$ cat src/rtl/apb_pkg.sv
// Shared types and default widths for the APB master bridge and its helpers.
// Widths default to the apb_slave neighbour so the two drop together without overrides.
package apb_pkg;

   localparam int DEFAULT_A_WIDTH = 8;
   localparam int DEFAULT_D_WIDTH = 8;
   localparam int DEFAULT_TIMEOUT = 16;

   typedef enum logic [1:0] {
      IDLE   = 2'd0,
      SETUP  = 2'd1,
      ACCESS = 2'd2
   } apb_mst_state_e;

endpackage

$ cat src/rtl/apb_wait_timer.sv
// Saturating wait-state counter; expired_o flags the increment that reaches TIMEOUT.
// TIMEOUT of zero disables expiry and freezes the counter at zero.
module apb_wait_timer #(
   parameter int TIMEOUT = 16
) (
   input  logic clk_i,
   input  logic rst_i,
   input  logic clear_i,
   input  logic inc_i,
   output logic expired_o
);

   localparam int CW = (TIMEOUT > 0) ? $clog2(TIMEOUT + 1) : 1;
   localparam logic [CW-1:0] LIMIT = CW'(TIMEOUT);

   logic [CW-1:0] count_q;
   logic [CW-1:0] count_d;

   // Saturate at LIMIT so a slave that ignores the abort can never wrap the count.
   always_comb begin
      count_d = count_q;
      if (clear_i) begin
         count_d = '0;
      end else if (inc_i && (count_q != LIMIT)) begin
         count_d = count_q + CW'(1);
      end
   end

   always_ff @(posedge clk_i) begin
      if (rst_i) begin
         count_q <= '0;
      end else begin
         count_q <= count_d;
      end
   end

   assign expired_o = (TIMEOUT != 0) && inc_i && (count_d == LIMIT);

endmodule

$ cat src/rtl/apb_master_bridge.sv
// Turns single-beat valid/ready commands into APB SETUP/ACCESS transfers and returns
// a one-cycle registered response; a wait-state timer aborts transfers to a hung slave.
module apb_master_bridge
   import apb_pkg::*;
#(
   parameter int A_WIDTH = DEFAULT_A_WIDTH,
   parameter int D_WIDTH = DEFAULT_D_WIDTH,
   parameter int TIMEOUT = DEFAULT_TIMEOUT
) (
   input  logic               p_clk,
   input  logic               p_rst,
   input  logic               cmd_valid,
   output logic               cmd_ready,
   input  logic               cmd_write,
   input  logic [A_WIDTH-1:0] cmd_addr,
   input  logic [D_WIDTH-1:0] cmd_wdata,
   output logic               rsp_valid,
   output logic [D_WIDTH-1:0] rsp_rdata,
   output logic               rsp_err,
   output logic               rsp_timeout,
   output logic               p_sel,
   output logic               p_enable,
   output logic               p_write,
   output logic [A_WIDTH-1:0] p_addr,
   output logic [D_WIDTH-1:0] wr_data,
   input  logic [D_WIDTH-1:0] rd_data,
   input  logic               p_ready,
   input  logic               p_slverr
);

   apb_mst_state_e state_q, state_d;

   logic               write_q, write_d;
   logic [A_WIDTH-1:0] addr_q, addr_d;
   logic [D_WIDTH-1:0] wdata_q, wdata_d;

   logic               rsp_valid_q, rsp_valid_d;
   logic [D_WIDTH-1:0] rsp_rdata_q, rsp_rdata_d;
   logic               rsp_err_q, rsp_err_d;
   logic               rsp_timeout_q, rsp_timeout_d;

   logic timer_clear;
   logic timer_inc;
   logic timer_expired;

   apb_wait_timer #(
      .TIMEOUT (TIMEOUT)
   ) u_wait_timer (
      .clk_i     (p_clk),
      .rst_i     (p_rst),
      .clear_i   (timer_clear),
      .inc_i     (timer_inc),
      .expired_o (timer_expired)
   );

   // Response fields hold between transfers; only rsp_valid defaults low each cycle.
   always_comb begin
      state_d       = state_q;
      write_d       = write_q;
      addr_d        = addr_q;
      wdata_d       = wdata_q;
      rsp_valid_d   = 1'b0;
      rsp_rdata_d   = rsp_rdata_q;
      rsp_err_d     = rsp_err_q;
      rsp_timeout_d = rsp_timeout_q;
      timer_clear   = 1'b0;
      timer_inc     = 1'b0;
      cmd_ready     = 1'b0;
      p_sel         = 1'b0;
      p_enable      = 1'b0;

      unique case (state_q)
         IDLE: begin
            cmd_ready = 1'b1;
            if (cmd_valid) begin
               write_d     = cmd_write;
               addr_d      = cmd_addr;
               wdata_d     = cmd_write ? cmd_wdata : '0;
               timer_clear = 1'b1;
               state_d     = SETUP;
            end
         end
         SETUP: begin
            p_sel   = 1'b1;
            state_d = ACCESS;
         end
         ACCESS: begin
            p_sel    = 1'b1;
            p_enable = 1'b1;
            if (p_ready) begin
               rsp_valid_d   = 1'b1;
               rsp_err_d     = p_slverr;
               rsp_timeout_d = 1'b0;
               rsp_rdata_d   = write_q ? '0 : rd_data;
               state_d       = IDLE;
            end else begin
               timer_inc = 1'b1;
               if (timer_expired) begin
                  rsp_valid_d   = 1'b1;
                  rsp_err_d     = 1'b1;
                  rsp_timeout_d = 1'b1;
                  rsp_rdata_d   = '0;
                  state_d       = IDLE;
               end
            end
         end
         default: state_d = IDLE;
      endcase
   end

   always_ff @(posedge p_clk) begin
      if (p_rst) begin
         state_q       <= IDLE;
         write_q       <= 1'b0;
         addr_q        <= '0;
         wdata_q       <= '0;
         rsp_valid_q   <= 1'b0;
         rsp_rdata_q   <= '0;
         rsp_err_q     <= 1'b0;
         rsp_timeout_q <= 1'b0;
      end else begin
         state_q       <= state_d;
         write_q       <= write_d;
         addr_q        <= addr_d;
         wdata_q       <= wdata_d;
         rsp_valid_q   <= rsp_valid_d;
         rsp_rdata_q   <= rsp_rdata_d;
         rsp_err_q     <= rsp_err_d;
         rsp_timeout_q <= rsp_timeout_d;
      end
   end

   assign p_write     = write_q;
   assign p_addr      = addr_q;
   assign wr_data     = wdata_q;
   assign rsp_valid   = rsp_valid_q;
   assign rsp_rdata   = rsp_rdata_q;
   assign rsp_err     = rsp_err_q;
   assign rsp_timeout = rsp_timeout_q;

endmodule

$ cat config.mk
export PLATFORM = sky130hd
export DESIGN_NAME = apb_master_bridge
export DESIGN_NICKNAME = d
export VERILOG_FILES = /design/src/rtl/apb_pkg.sv /design/src/rtl/apb_wait_timer.sv /design/src/rtl/apb_master_bridge.sv
export SDC_FILE = /design/constraint.sdc
export NUM_CORES = 1
export LEC_CHECK = 0
export ABC_AREA = 1
export CORE_UTILIZATION = 47
export CTS_CLUSTER_SIZE = 12
export DETAILED_ROUTE_END_ITERATION = 6
export PLACE_DENSITY = 0.88
export REMOVE_ABC_BUFFERS = 1
export SETUP_SLACK_MARGIN = 0.5
export SKIP_CTS_REPAIR_TIMING = 1
export SLEW_MARGIN = 5
export SYNTH_ARGS = -nofsm -noshare
export SYNTH_HDL_FRONTEND = slang
export SYNTH_SLANG_ARGS = --single-unit
$ cat constraint.sdc
create_clock -name p_clk -period 2.9 [get_ports p_clk]
set_input_delay 0.58 -clock p_clk [delete_from_list [all_inputs] [get_ports p_clk]]
set_output_delay 0.58 -clock p_clk [all_outputs]
set_load 0.02 [all_outputs]
* Yosys cells after proc, flatten, opt, wreduce, memory -nomap -nowiden
Cells that the tools add are included.
** Cells by class
- Add/subtract/negate cells :: 1
- Equality and inequality tests :: 6
- Multiplexer cells :: 22
- Bitwise operators :: 1
- Reductions and logical operators :: 9
** Operators by type and width (count)
- 8-bit two-way mux :: 4
- 1-bit two-way mux :: 12
- 5-bit two-way mux :: 2
- 2-bit two-way mux :: 3
- 2-bit case mux with 3 select lines :: 1
- 2-bit AND reduction :: 3
- 5-bit by 1-bit adder with 5-bit output (second input constant) :: 1
- 5-bit equality test (second input constant) :: 1
- 5-bit inequality test (second input constant) :: 1
- 2-bit OR reduction :: 2
- 3-bit inequality test (second input constant) :: 1
- 2-bit by 1-bit equality test with 1-bit output (second input constant) :: 1
- 2-bit equality test (second input constant) :: 1
- 1-bit logical AND :: 2
- 2-bit zero test :: 1
- 2-bit inequality test (second input constant) :: 1
- 2-bit nonzero test :: 1
- 1-bit inverter :: 1
** Storage, ports and cells
- Register bits :: 35
- Output and inout port bits :: 31

* Logic depth before layout (Yosys ltp)
Gate-level depths: netlist (run 1).
- Word-level depth :: 10
- Depth in mapped cells :: 16
- Depth with buffers taken out :: 16

* Modules after synthesis
A second synthesis (run 1) with hierarchy kept.
** Second synthesis, totals
- Cell total of the unflattened synthesis :: 194
- Area, all modules :: 1442.6 um2
** By module, submodules not included
- apb_master_bridge :: times used 1, cells an instance 143, area each 1132.3 um2
- apb_wait_timer :: times used 1, cells an instance 51, area each 310.3 um2

* Least setup slack after synthesis (run 1)
Ideal clock, no wire load.
- Path kind :: register -> register
- Start point :: reg state_q[0]
- End point :: reg rsp_timeout_q (netlist: rsp_timeout)
- Arrival time :: 1834 ps
- Data required time :: 2761 ps
- Setup slack :: 927 ps
- Stages on the path, launching flop included :: 15
- Buffers on the path :: 1
- Cell sequence :: dfxtp_1 -> inv_1 -> ha_1 -> nand2_1 -> inv_2 -> nand3_1 -> nand2_1 -> nor2_1 -> nor2_1 -> nand3_2 -> nand2_1 -> nand2_2 -> buf_6 -> nand2_1 -> a21oi_1
** On the way
- Cells in the longest elaborated chain, start to end :: 9
** RTL lines
- start, declared :: line apb_master_bridge.sv:31 : apb_mst_state_e state_q, state_d;
- start signal, assigned :: line apb_master_bridge.sv:122 : state_q <= state_d;
- 2-bit equality test :: line apb_master_bridge.sv:72 : unique case (state_q)
- 1-bit two-way mux :: line apb_master_bridge.sv:72
- 1-bit logical AND :: line apb_wait_timer.sv:24 : end else if (inc_i && (count_q != LIMIT)) begin
- 5-bit two-way mux :: line apb_wait_timer.sv:24
- 5-bit two-way mux :: line apb_wait_timer.sv:22 : if (clear_i) begin
- 5-bit equality test :: line apb_wait_timer.sv:37 : assign expired_o = (TIMEOUT != 0) && inc_i && (count_d == LIMIT);
- 1-bit logical AND :: line apb_wait_timer.sv:37
- 2-bit nonzero test (no source line)
- 2-bit AND reduction (no source line) *
- end signal, assigned :: line apb_master_bridge.sv:129 : rsp_timeout_q <= rsp_timeout_d;
- end, declared :: line apb_master_bridge.sv:40 : logic rsp_timeout_q, rsp_timeout_d;
Mark *: on every way between the ends. The rest lies on a longest branch, timed or not.
A chain may end at the register's enable or synchronous reset.

* Worst setup path after layout (run 1)
- Start point :: reg state_q[0]
- End point :: out p_sel
** On the way
- Cells in the longest elaborated chain, start to end :: 3
** RTL lines
- 2-bit equality test / 2-bit by 1-bit equality test with 1-bit output (equally long branches) :: line apb_master_bridge.sv:72
- 2-bit OR reduction (no source line) *
- 1-bit two-way mux * :: line apb_master_bridge.sv:72
- end, declared :: line apb_master_bridge.sv:21 : output logic p_sel,
Marked as above.

==> results of run 1 <==
worst min-delay path by stage:
stage	endpoint	slack [ns]	cells past startpoint
floorplan	state_q[1]	0.48	2
global placement	wr_data[4]	0.45	2
detailed placement	wr_data[1]	0.46	2
CTS	wr_data[3]	0.47	2
global route	wr_data[1]	0.49	2
finish	wr_data[1]	0.47	2
area by class of cell:
type	count	area [um2]	share of cell area, %
Timing Repair Buffer	62	618	27.1
Clock buffer	6	51.3	2.25
Tap cell	44	55.1	2.42
Multi-Input combinational cell	153	742	32.6
Sequential cell	35	701	30.8
Clock inverter	1	5.00	0.220
Inverter	28	105	4.62
metal layers:
metal | vias up | GRT usage, %
met4 | 0 | 10.6
met2 | 62 | 38.3
met3 | 6 | 6.93
met1 | 656 | 22.7
li1 | 812 | -
met5 | - | 0
power breakdown:
group | switching (mW) | total (mW) | leakage, nW | internal [mW]
clock | 0.151 | 0.264 | 0.0341 | 0.112
combinational | 0.290 | 0.517 | 0.698 | 0.227
sequential | 0.0337 | 0.571 | 0.285 | 0.538
logic make-up (layout without fill, tap and decap cells):
group | Yosys count | count (layout)
DFF | 35 | 35
and+or+nand+nor | 121 | 121
AOI/OAI and AO/OA | 26 | 26
adders and majority gates | 6 | 6
buffers and inverters | 36 | 97
layout by cell type, fill, tap and decap left out, types with 5 or more instances in the layout:
cell	n
dfxtp_1	35
ha_1	6
inv_1	26
clkdlybuf4s50_1	59
nand2_1	61
nand3_1	15
clkbuf_4	5
nor2_1	34
a21oi_1	13
o21ai_0	9
worst reg2reg max path, delay by kind of cell, from the launching register on:
family        cells  cell delay (ns)
simple gates     11             1.27
fa+ha+maj         1             0.30
buf+inv           2             0.24
flops             1             0.34
through the flow:
step / util (%) / cells / total power, mW / instance area, um2
2_1_floorplan: - / 216 / 0.875 / 1550
4_1_cts: 72.7 / 329 / 1.36 / 2270
6_report: 72.8 / 329 / 1.35 / 2280
5_1_grt: 72.8 / 329 / 1.44 / 2280
3_3_place_gp: 70.9 / 322 / 1.09 / 2220
3_5_place_dp: 70.9 / 322 / 1.10 / 2220
registers in the layout, summed over array words and instances, names as in the netlist:
signal and flops:
p_addr 8, rsp_rdata 8, wr_data 8, u_wait_timer.count_q 5
state_q 2, p_write 1, rsp_err 1, rsp_timeout 1
rsp_valid 1
==> flow_summary.json, run 1 <==
{
  "grt_max_degree": 20,
  "power.density_nw_per_um2": 594,
  "antenna_found_initial": 0,
  "hp-start": "wr_data[1]",
  "dieArea_um2": 3620,
  "synth_commonest_cells": "nand2_1, dfxtp_1, nor2_1",
  "highest_layer": "met4",
  "seq_area_frac_synth_pct": 44.1,
  "initial_core_util_pct": 50.8,
  "period_share_pct": 77.3,
  "worstPathRequired_ns": 2.32,
  "period_minus_slack_ns": 2.24,
  "cts_tree": "yes",
  "ant_nets": 0,
  "synth_simple_gate_area_share_pct": 32.4,
  "power.leakage_nw": 1.02,
  "muxShareOfSynthArea_pct": 0,
  "synthTopCellsByArea": "dfxtp_1, nand2_1, nor2_1",
  "port-buffer-count": 60,
  "drt-pass1-iter-count": 4,
  "r2r_cells": 14,
  "clock-sinks": 35,
  "boundaryPins": 61,
  "htreeDepth": 2,
  "synth_compound_area_share_pct": 9.53,
  "grt_pass1_wl_mm": 5.78,
  "gp_congestion": 0.898,
  "path_clk_slew_ns": 0.09,
  "ys_ff_latch": 35,
  "synth_xor_area_share_pct": 0,
  "cts_buffers": 5,
  "fin_tns_setup_ns": 0,
  "nFillCells": 259,
  "hold_class": "reg2reg",
  "outcome": "finished clean",
  "drt-initial-drc-count": 53,
  "yosys.area.top_type": "dfxtp_1",
  "antenna_cells": 0,
  "area_growth_pct": 43.3,
  "tightest_slew_ns": 0.503,
  "timing.final.ws_setup_ns": 0.659,
  "synth_top_cell_area_share_pct": 44.1,
  "synth_cell_types": 24,
  "wl_met1_mm": 1.50,
  "clk_latency_ns": 0.33,
  "core_um2": 3130,
  "grt_pass1_vias": 1443,
  "critPathBufInv": 2,
  "crit_arrival_ns": 1.66,
  "rsz0062_at_grt": "no",
  "r2r-end": "rsp_rdata[2]",
  "irDropWorstVdd_mv": 0.376,
  "endpoint": "p_sel",
  "hold_slack_ns": 0.472,
  "routed-wl-met2_mm": 1.74,
  "cap_viol_max_count": 0,
  "worstSetupPathDepth": 3,
  "dieWidth_um": 60.1,
  "nets": 321,
  "syn_area_um2": 1590,
  "startpoint": "state_q[0]",
  "syn_area_per_cell_um2": 7.09,
  "finalMaxSlewViolations": 0,
  "setup-violations-final": 0,
  "ys.flop_type": "dfxtp_1",
  "max_stage_delay_ns": 0.60,
  "cp-end-kind": "primary output",
  "post-synth-top-count-cell": "nand2_1",
  "crit_family": "buffers and inverters",
  "timing.fmax_ghz": 0.446,
  "reg2reg_from": "state_q[0]",
  "cp_slowest_cell": "clkdlybuf4s50_1",
  "grt_overflow": 0,
  "chipHeight_um": 60.1,
  "synth-edff-count": 0,
  "timing.slew.headroom_pct": 66.4,
  "rows": 20,
  "wl_per_cell_um": 10.8,
  "drt-vias-per-instance": 4.67,
  "synth-adder-area-share_pct": 4.72,
  "synth_cells": 224,
  "async_reset_ff_share_pct": 0,
  "critical_path_class": "reg2out",
  "startpoint_type": "flop",
  "r2r_slack_ns": 0.71,
  "wl_met3_um": 295,
  "place_ws_ns": 0.388,
  "track_usage_pct": 21.6,
  "hpwl_mm": 2.66,
  "clock_path_buffers": 2,
  "wl_mm": 3.57,
  "vias": 1536,
  "cts_root_buffer": "clkbuf_4",
  "synth_top_family_by_area": "simple AND/OR/NAND/NOR gates",
  "yosys_warnings": 0,
  "drc_errors": 0,
  "drive_gt1_share_pct": 7.37,
  "worstPathCellList": "inv_1 -> ha_1 -> clkdlybuf4s50_1",
  "skew_ns": 0.00963,
  "cp_max_fo": 3,
  "hold_viol": 0
}
No activity file was read; power rests on OpenSTA's default activity.
==> inputs of run 2 (changes only) <==
CORE_UTILIZATION = 43   (was 47)
PLACE_DENSITY = 0.82   (was 0.88)
clock period = 2.24 ns   (was 2.9 ns; I/O delays follow)
==> run 2 against run 1 <==
Die area grew 9.0%. Highest routed layer unchanged. Sequential power increased by 31%. Clock skew is 0.0060 ns lower.
==> flow_summary.json, run 2 (synthesis gave the netlist of run 1 again) <==
{
  "ant_nets": 0,
  "antenna_cells": 0,
  "timing.final.ws_setup_ns": 0.331,
  "fin_tns_setup_ns": 0,
  "drt-pass1-iter-count": 4,
  "core_um2": 3440,
  "clock-sinks": 35,
  "tightest_slew_ns": 0.515,
  "boundaryPins": 61,
  "path_clk_slew_ns": 0.07,
  "antenna_found_initial": 0,
  "layout_commonest_cell": "nand2_1",
  "worstPathRequired_ns": 2.43,
  "nFillCells": 267,
  "drt-initial-drc-count": 89,
  "drc_errors": 0,
  "gp_congestion": 0.782,
  "grt_pass1_vias": 1430,
  "cp-end-kind": "flop",
  "finalMaxSlewViolations": 0,
  "rows": 21,
  "skew_ns": 0.00366,
  "chipHeight_um": 62.8,
  "period_minus_slack_ns": 1.91,
  "irDropWorstVdd_mv": 0.667,
  "dieWidth_um": 62.8,
  "rsz0062_at_grt": "yes",
  "cap_viol_max_count": 0,
  "port-buffer-count": 60,
  "final_cell_mix": "nand2_1, clkdlybuf4s50_1, nor2_1",
  "hold_slack_ns": 0.466,
  "track_usage_pct": 19.5,
  "hold_class": "reg2reg",
  "drt-vias-per-instance": 4.72,
  "period_share_pct": 85.2,
  "clock_path_buffers": 2,
  "post-route-cell-area_um2": 2540,
  "nets": 333,
  "crit_arrival_ns": 2.10,
  "clk_latency_ns": 0.29,
  "cts_root_buffer": "clkbuf_8",
  "startpoint_type": "flop",
  "timing.slew.headroom_pct": 65.6,
  "grt_overflow": 0,
  "timing.fmax_ghz": 0.524,
  "power.density_nw_per_um2": 791,
  "place_ws_ns": -0.0221,
  "dieArea_um2": 3940,
  "outcome": "finished clean",
  "drive_gt1_share_pct": 18.8,
  "placed_cells": 328,
  "grt_max_degree": 20,
  "initial_core_util_pct": 46.2,
  "hold_viol": 0,
  "grt_pass1_wl_mm": 5.98,
  "wl_mm": 4.05,
  "area_growth_pct": 60.0,
  "final_core_util_pct": 73.9,
  "cts_buffers": 5,
  "power.leakage_nw": 1.23,
  "setup-violations-final": 0,
  "wl_per_cell_um": 11.8,
  "htreeDepth": 2,
  "power_mw": 2.01,
  "hpwl_mm": 2.57,
  "placed_area_um2": 2260,
  "critical_path_class": "reg2reg",
  "cp_max_fo": 7,
  "cts_tree": "yes",
  "vias": 1623,
  "final_cell_count_no_fill": 344
}
-- run 2: worst max-delay path, stage by stage, from the launching register on --
cell	delay, ns
dfxtp_4	0.36
inv_4	0.07
ha_4	0.18
nand2_2	0.10
inv_4	0.10
nand3_1	0.10
nand2_1	0.11
nor2_1	0.06
nor2_2	0.10
nand3_2	0.11
nand2_2	0.11
nand2_4	0.12
buf_12	0.16
nand3_1	0.06
nand2_1	0.06
-- run 2: per-layer routing --
layer  part of all wire, %  GRT usage (%)  wire length (um)  vias up
met2                    48           32.2              1940       72
met5                     0              0                 0        -
met4                   2.0           9.30                82        0
met1                    42           20.6              1680      703
met3                   8.3           9.49               336       10
li1                      -              -                 -      838
-- run 2: cell type report --
class | count | area (um2) | share of cell area (%)
Multi-Input combinational cell | 154 | 835 | 32.8
Clock inverter | 1 | 8.76 | 0.344
Clock buffer | 7 | 86.3 | 3.40
Timing Repair Buffer | 73 | 732 | 28.8
Inverter | 28 | 110 | 4.33
Tap cell | 46 | 57.6 | 2.26
Sequential cell | 35 | 713 | 28.1
-- run 2: report_power, final --
group | internal, mW | switching [mW] | total, mW
logic | 0.353 | 0.426 | 0.780
registers | 0.701 | 0.0473 | 0.748
clock network | 0.252 | 0.232 | 0.483
-- run 2: path summary, 6_finish.rpt --
path	from	endpoint	slack, ns	depth (start not counted)
hold reg to reg	wr_data[5]	wr_data[5]	0.47	2
setup / recovery	state_q[0]	rsp_rdata[2]	0.33	14
hold / removal	wr_data[5]	wr_data[5]	0.47	2
setup reg to reg	state_q[0]	rsp_rdata[2]	0.33	14
